===== config.mk =====
export PLATFORM = sky130hd
export DESIGN_NAME = pc_fetch_unit
export DESIGN_NICKNAME = d
export VERILOG_FILES = /design/src/rtl/pc_fetch_unit.sv
export SDC_FILE = /design/constraint.sdc
export NUM_CORES = 1
export LEC_CHECK = 0
export ABC_AREA = 0
export BUFFER_PORTS_ARGS = -buffer_cell sky130_fd_sc_hd__buf_2
export CAP_MARGIN = 15
export CORE_UTILIZATION = 26
export CTS_CLUSTER_SIZE = 20
export DETAILED_ROUTE_END_ITERATION = 12
export HOLD_SLACK_MARGIN = 0.1
export PLACE_DENSITY = 0.51
export REMOVE_ABC_BUFFERS = 1
export SYNTH_ARGS = -nofsm -noshare
export SYNTH_HDL_FRONTEND = slang
export SYNTH_SLANG_ARGS = --single-unit

===== constraint.sdc =====
create_clock -name clk -period 4.9 [get_ports clk]
set_input_delay 0.98 -clock clk [delete_from_list [all_inputs] [get_ports clk]]
set_output_delay 0.98 -clock clk [all_outputs]
set_load 0.01 [all_outputs]

===== src/rtl/pc_fetch_unit.sv =====
// ---------------------------------------------------------------------------
// pc_fetch_unit
//
// Fetch stage that sits in front of the instruction memory. It owns the
// program counter and presents it as a byte address. The memory answers
// combinationally in the same cycle. The returned word is latched into the
// IF/ID register together with a valid flag.
//
// Decode can redirect the PC with a jump or a taken branch. Redirects are
// honoured only while the word in IF/ID is valid, and a jump beats a branch.
// A stall request freezes the PC and the IF/ID register. When the PC would
// leave the program space (0 .. MEM_BYTES-4), the unit halts until reset.
//
// Ports
//   clk             rising-edge clock
//   reset           asynchronous, active-high reset
//   stall           hold PC and IF/ID this cycle
//   branch_taken    decode resolved a taken branch for the IF/ID word
//   branch_offset   signed word offset of that branch
//   jump            decode resolved a J-type jump for the IF/ID word
//   jump_index      26-bit J-type target index
//   Instruction_In  memory word at PC_Read_address (same cycle)
//   PC_Read_address current PC, to the instruction memory
//   Instr_Out       IF/ID instruction register
//   PC_Plus4_Out    IF/ID copy of (fetched PC + 4)
//   instr_valid     Instr_Out holds a real, non-flushed instruction
//   halted          unit has stopped on a range fault
//   fetch_count     number of words latched valid since reset (wraps)
// ---------------------------------------------------------------------------
module pc_fetch_unit #(
   parameter logic [31:0] RESET_PC  = 32'h0000_0000,
   parameter int          MEM_BYTES = 4096,
   parameter int          CNT_W     = 16
) (
   input  logic             clk,
   input  logic             reset,
   input  logic             stall,
   input  logic             branch_taken,
   input  logic [15:0]      branch_offset,
   input  logic             jump,
   input  logic [25:0]      jump_index,
   input  logic [31:0]      Instruction_In,
   output logic [31:0]      PC_Read_address,
   output logic [31:0]      Instr_Out,
   output logic [31:0]      PC_Plus4_Out,
   output logic             instr_valid,
   output logic             halted,
   output logic [CNT_W-1:0] fetch_count
);

   // Highest byte address that still holds a whole instruction word.
   localparam logic [31:0] PC_LIMIT = 32'(MEM_BYTES - 4);

   // LAST_WORD is the one cycle after the final legal word was latched by a
   // sequential fetch. It lets decode see that word before the unit halts.
   typedef enum logic [1:0] {
      BOOT      = 2'd0,
      RUN       = 2'd1,
      LAST_WORD = 2'd2,
      HALT      = 2'd3
   } fetch_state_t;

   fetch_state_t     state_q, state_nxt;
   logic [31:0]      pc_q, pc_nxt;
   logic [31:0]      instr_q, instr_nxt;
   logic [31:0]      pc_plus4_q, pc_plus4_nxt;
   logic             valid_q, valid_nxt;
   logic             halted_q, halted_nxt;
   logic [CNT_W-1:0] count_q, count_nxt;

   logic [31:0]      jump_target;
   logic [31:0]      branch_target;
   logic [31:0]      redirect_pc;
   logic [31:0]      seq_pc;
   logic             redirect;

   // Candidate next-PC values. Both redirect targets are relative to the
   // IF/ID copy of PC+4, because that is the instruction decode is looking at.
   // The branch sum wraps at 32 bits. A backward branch past zero therefore
   // becomes a huge address, and the range check treats it as a fault.
   always_comb begin
      jump_target   = {pc_plus4_q[31:28], jump_index, 2'b00};
      branch_target = pc_plus4_q + {{14{branch_offset[15]}}, branch_offset, 2'b00};
      redirect      = valid_q && (jump || branch_taken);
      redirect_pc   = jump ? jump_target : branch_target;
      seq_pc        = pc_q + 32'd4;
   end

   // Next-state and next-register logic. Every register holds by default.
   // Each state overrides only what changes. In RUN, a redirect outranks a
   // stall. A stall outranks a sequential fetch.
   always_comb begin
      state_nxt    = state_q;
      pc_nxt       = pc_q;
      instr_nxt    = instr_q;
      pc_plus4_nxt = pc_plus4_q;
      valid_nxt    = valid_q;
      halted_nxt   = halted_q;
      count_nxt    = count_q;

      case (state_q)
         BOOT: begin
            state_nxt = RUN;
         end

         RUN: begin
            if (redirect) begin
               valid_nxt = 1'b0;
               if (redirect_pc > PC_LIMIT) begin
                  halted_nxt = 1'b1;
                  state_nxt  = HALT;
               end else begin
                  pc_nxt = redirect_pc;
               end
            end else if (!stall) begin
               instr_nxt    = Instruction_In;
               pc_plus4_nxt = seq_pc;
               valid_nxt    = 1'b1;
               count_nxt    = count_q + CNT_W'(1);
               if (seq_pc > PC_LIMIT) begin
                  state_nxt = LAST_WORD;
               end else begin
                  pc_nxt = seq_pc;
               end
            end
         end

         LAST_WORD: begin
            valid_nxt  = 1'b0;
            halted_nxt = 1'b1;
            state_nxt  = HALT;
         end

         HALT: begin
            valid_nxt = 1'b0;
         end

         default: begin
            state_nxt = HALT;
         end
      endcase
   end

   // State and pipeline registers. Reset is asynchronous, so a reset in the
   // middle of a cycle clears IF/ID at once. It does not wait for the edge.
   always_ff @(posedge clk or posedge reset) begin
      if (reset) begin
         state_q    <= BOOT;
         pc_q       <= RESET_PC;
         instr_q    <= 32'd0;
         pc_plus4_q <= 32'd0;
         valid_q    <= 1'b0;
         halted_q   <= 1'b0;
         count_q    <= '0;
      end else begin
         state_q    <= state_nxt;
         pc_q       <= pc_nxt;
         instr_q    <= instr_nxt;
         pc_plus4_q <= pc_plus4_nxt;
         valid_q    <= valid_nxt;
         halted_q   <= halted_nxt;
         count_q    <= count_nxt;
      end
   end

   assign PC_Read_address = pc_q;
   assign Instr_Out       = instr_q;
   assign PC_Plus4_Out    = pc_plus4_q;
   assign instr_valid     = valid_q;
   assign halted          = halted_q;
   assign fetch_count     = count_q;

endmodule


# After elaboration in Yosys (flattened, before gate mapping)

Index checks and enable logic that the tools add are counted.

Bits in registers: 116
Bits of input ports: 79
Output and inout port bits: 114
Word-level logic and storage cells: 53

Bitwise logic cells: 2
Equal/unequal tests: 11
Reduce and logical (&&, ||, !) cells: 12
Order comparisons: 2
$add $sub $neg: 3
Mux-type cells: 16

Operators by type and width:

| operator              | number |
|---|---|
| $mux 32               | 5 |
| $gt 32x12->1 const B  | 2 |
| $add 32x3->32 const B | 1 |
| $add 32x32->32        | 1 |
| $add 16x1->16 const B | 1 |
| $ne 3x3->1 const B    | 3 |
| $mux 2                | 4 |
| $ne 2x2->1 const B    | 4 |
| $reduce_and 4->1      | 2 |
| $pmux 2 s3            | 1 |
| $reduce_and 3->1      | 2 |
| $eq 2x2->1 const B    | 2 |
| $mux 1                | 4 |
| $pmux 1 s2            | 2 |
| $reduce_bool 2->1     | 2 |
| $reduce_bool 3->1     | 1 |
| $eq 2x1->1 const B    | 1 |
| $logic_not 2->1       | 1 |
| $ne 2x1->1 const B    | 1 |
| $not 1->1             | 2 |
| $reduce_and 2->1      | 1 |
| $reduce_or 2->1       | 1 |
| $logic_and 1x1->1     | 1 |
| $logic_or 1x1->1      | 1 |

# Depth between registers and ports, before layout

Depth in word-level cells: 6
Mapped depth: 15
Gate-level depth less buffers: 13

# Worst setup path after synthesis

Ideal clock, no wire load.

Path kind: input port to flip-flop
Start: in branch_offset[0]
End: reg pc_q[11], in the netlist PC_Read_address[11]
Setup slack: 0.753 ns
Stages on the path: 15
Library setup time: 0.125 ns
Required time: 4.775 ns
Buffers on the path: 2
Data arrival time: 4.022 ns
Path through: ha_1 -> inv_1 -> fa_1 -> nor2b_1 -> o21bai_4 -> a2111o_1 -> a31oi_1 -> o31a_1 -> o21ai_0 -> a2111oi_2 -> and4_1 -> buf_4 -> a31o_4 -> buf_6 -> mux2_4

Cells in the longest elaborated chain, start to end: 5
Elaborated cells between the ends (all ways): 7
Those cells by class: 1 x add/sub; 1 x order compare; 1 x eq/ne; 3 x mux; 1 x reduce/logical

Ends and longest elaborated chain:

| item                       | line | text |
|---|---|---|
| from (decl)                | 39   | `input logic [15:0] branch_offset,` |
| $add 32x32->32 (*)         | 83   | `branch_target = pc_plus4_q + {{14{branch_offset[15]}}, branch_offset, 2'b00};` |
| $mux 32 (*)                | 85   | `redirect_pc = jump ? jump_target : branch_target;` |
| $gt 32x12->1               | 109  | `if (redirect_pc > PC_LIMIT) begin` |
| $ne 2x2->1 (no line)       | n/a  |  |
| $reduce_and 4->1 (no line) | n/a  |  |
| to (signal assigned)       | 157  | `pc_q <= pc_nxt;` |
| to (decl)                  | 64   | `logic [31:0] pc_q, pc_nxt;` |

Every way passes the cells marked *; elsewhere a longest branch is shown, timed or not. The select of a mux whose other input is x is not followed.
A chain may end at the register's enable or synchronous reset.

# Final worst setup path

Start: in branch_offset[15]
End: reg pc_q[1], in the netlist PC_Read_address[1]

Cells in the longest elaborated chain, start to end: 5

Ends and longest elaborated chain:

| item                       | line |
|---|---|
| $add 32x32->32             | 83 |
| $mux 32                    | 85 |
| $gt 32x12->1               | 109 |
| $ne 2x2->1 (no line)       | n/a |
| $reduce_and 4->1 (no line) | n/a |

Every way passes these cells.

==> flow_metrics.env <==
export IMPL_clockBufferDepth=2
export IMPL_ioPinCount=193
export IMPL_gp_congestion=0.956
export IMPL_synthTopCellsByArea="dfrtp_1 37%, nand2_1 9.2%, ha_1 5.7%, xnor2_1 3.8%, o21ai_0 3.7%"
export IMPL_post_route_period_util=0.865
export IMPL_core_area_um2=29700
export IMPL_worst_pin_slew_ns=0.668
export IMPL_power_mw=3.91
export IMPL_clkLatencyLatePin_ns=0.42
export IMPL_ctsHoldBuffers=0
export IMPL_crit_fanout=15
export IMPL_ys_async_sr_fraction=1.00
export IMPL_grt_usage=0.168
export IMPL_hold_path_startpoint="Instr_Out[7]"
export IMPL_skew_ns=0.00823
export IMPL_yosys_warnings=0
export IMPL_area_growth_pct=25.3
export IMPL_drtAntennaViolNets=0
export IMPL_clk_pin_slew_worst_paths_ns=0.06
export IMPL_clock_root_buffer="clkbuf_16"
export IMPL_wl_per_cell_um=17.0
export IMPL_setup_viol=0
export IMPL_critPathLaunchType="input port"
export IMPL_cts_tree="built"
export IMPL_yosys_area_top_type="dfrtp_1"
export IMPL_tns_ns=0
export IMPL_placed_cells=1486
export IMPL_cts_repair_resized=0
export IMPL_cp_slowest_cell="nor4b_2"
export IMPL_numCtsBuffers=17
export IMPL_first_iter_violations=413
export IMPL_worst_r2r_endpoint="PC_Read_address[3]"
export IMPL_min_period_ns=4.24
export IMPL_routed_wl_um=25800
export IMPL_grt_pass1_wl_um=40400
export IMPL_dr_pass1_iters=5
export IMPL_netlist_area_um2=7880
export IMPL_ys_flop_type="dfrtp_1"
export IMPL_crit_type="input port to flip-flop"
export IMPL_seq_area_frac_synth=0.368
export IMPL_synthTopCellsByCount="193 x nand2_1, 116 x dfrtp_1, 59 x o21ai_0"
export IMPL_postCtsSetupRepairBufs=0
export IMPL_status="finished, final reports clean"
export IMPL_grt_ovfl_total=0
export IMPL_antennaDiodeCount=0
export IMPL_nets=1231
export IMPL_die_w_um=176
export IMPL_hold_viol=0
export IMPL_min_to="Instr_Out[7]"
export IMPL_viasPerCell=4.98
export IMPL_route_vias_total=7562
export IMPL_avgSynthCellArea_um2=8.45
export IMPL_holdCritPathClass="flip-flop to flip-flop"
export IMPL_total_leakage_power_nw=4.76
export IMPL_ir_drop_mv=0.211
export IMPL_die_area_um2=31000
export IMPL_synth_edf_count=0
export IMPL_cp_required_ns=5.20
export IMPL_final_core_util=0.332
export IMPL_ff2ff_path_depth=10
export IMPL_antenna_found_initial=0
export IMPL_drive_above_1_share=0.252
export IMPL_grt_max_degree=91
export IMPL_fmax_ghz=0.236
export IMPL_drcViolationCount=0
export IMPL_maxSlewHeadroom=0.551
export IMPL_grt_pass1_vias=7262
export IMPL_rr_startpoint="PC_Read_address[3]"
export IMPL_cts_sinks=116
export IMPL_io_buffers=192
export IMPL_synth_cell_type_count=84
export IMPL_dp_hpwl_um=20000
export IMPL_num_rows=63
export IMPL_final_cells=1518
export IMPL_hold_depth=2
export IMPL_critical_path_arrival_ns=4.54
export IMPL_path_cells="buf_2 -> ha_1 -> a21oi_1 -> o21ai_0 -> or3_1 -> o21ba_2 -> and3_1 -> o31ai_1 -> buf_4 -> nand4_1 -> nor4b_2 -> mux2_1"
export IMPL_synthCells=932
export IMPL_reg2reg_slack_ns=0.97
export IMPL_worst_setup_path_end_kind="flip-flop"
export IMPL_max_stage_delay_ns=0.48
export IMPL_rsz0062_at_grt="false"
export IMPL_n_fill_cell=3130
export IMPL_slew_viol_final=0
export IMPL_whs_ns=0.464
export IMPL_initial_core_util=0.265
export IMPL_die_y_um=176
export IMPL_htreeDepth=4
export IMPL_synth_seq_cells=116
export IMPL_yosysMostFrequentCell="nand2_1"
export IMPL_synth_top_area_frac=0.368
export IMPL_p_per_area_nw_per_um2=397
export IMPL_maxCapViolations=0
export IMPL_critPathLaunch="branch_offset[15]"
## state kept, by name (all words and copies together) (netlist names)
name / flops
PC_Plus4_Out: 32
halted: 1
PC_Read_address: 32
fetch_count: 16
instr_valid: 1
state_q: 2
Instr_Out: 32
## where the power goes
| part | internal [mW] | switching [mW] | total [mW] |
|---|---|---|---|
| Combinational | 0.515 | 0.825 | 1.34 |
| Sequential | 1.15 | 0.146 | 1.29 |
| Clock | 0.822 | 0.461 | 1.28 |
| Total | 2.48 | 1.43 | 3.91 |
## metrics by stage
| stage | setup slack, ns | cell area, µm² |
|---|---|---|
| after global routing | 0.422 | 9870 |
| after detailed placement | 0.275 | 9260 |
| after global placement | 0.332 | 9260 |
| after floorplan | -0.0141 | 7640 |
| after CTS | 0.701 | 9870 |
| final | 0.663 | 9870 |
## layout make-up
| class | count | area, µm² | share of cell area |
|---|---|---|---|
| clock buffer | 19 | 453 | 0.0459 |
| inverter | 21 | 81.3 | 0.00824 |
| sequential | 116 | 2900 | 0.294 |
| timing repair buffer | 212 | 1120 | 0.114 |
| clock inverter | 13 | 158 | 0.0160 |
| tap | 390 | 488 | 0.0494 |
| multi-input combinational | 747 | 4660 | 0.472 |
## worst max-delay path by stage
stage                                    end  slack (ns)  cells after the start
after floorplan              fetch_count[15]       -0.01                      6
after global placement    PC_Read_address[1]        0.33                     12
after detailed placement  PC_Read_address[0]        0.28                     12
after global routing      PC_Read_address[1]        0.42                     14
final                     PC_Read_address[1]        0.66                     12
after CTS                 PC_Read_address[1]        0.70                     12
## per-layer routing
layer	up-vias	track usage	wire length, µm
met5	-	0	0
met4	0	0.0678	643
met3	34	0.0411	1800
met2	253	0.274	12100
met1	3585	0.211	11300
li1	3690	-	-
## worst max-delay path, delay by kind of cell
| family | cells | cell delay [ns] |
|---|---|---|
| mux | 1 | 0.36 |
| compound gates | 4 | 1.13 |
| simple gates | 4 | 1.21 |
| fa+ha+maj | 1 | 0.36 |
| buf+inv | 2 | 0.48 |
## placed cells by master, fill, tap and decap left out, drive strengths merged, types with 12 or more instances in the layout
cell    synthesis  layout
xor2           24      24
buf            21     212
o21ai          61      61
dfrtp         116     116
ha             36      36
nand2         193     193
clkbuf         27      19
nor3           23      23
xnor2          34      34
and3           14      14
nor4           12      12
a21oi          48      48
nor2           57      57
inv            21      21
nand3          45      45
and2           25      25
nand4          19      19
## cells by family after synthesis
family,synth area share
buffers and inverters,0.0405
XOR/XNOR,0.0645
AO/OA/AOI/OAI,0.186
flip-flops,0.368
multiplexers,0.0167
adder cells (fa/ha/maj),0.0597
AND/OR/NAND/NOR,0.264
Note: power is estimated with default switching activity, not from simulation.
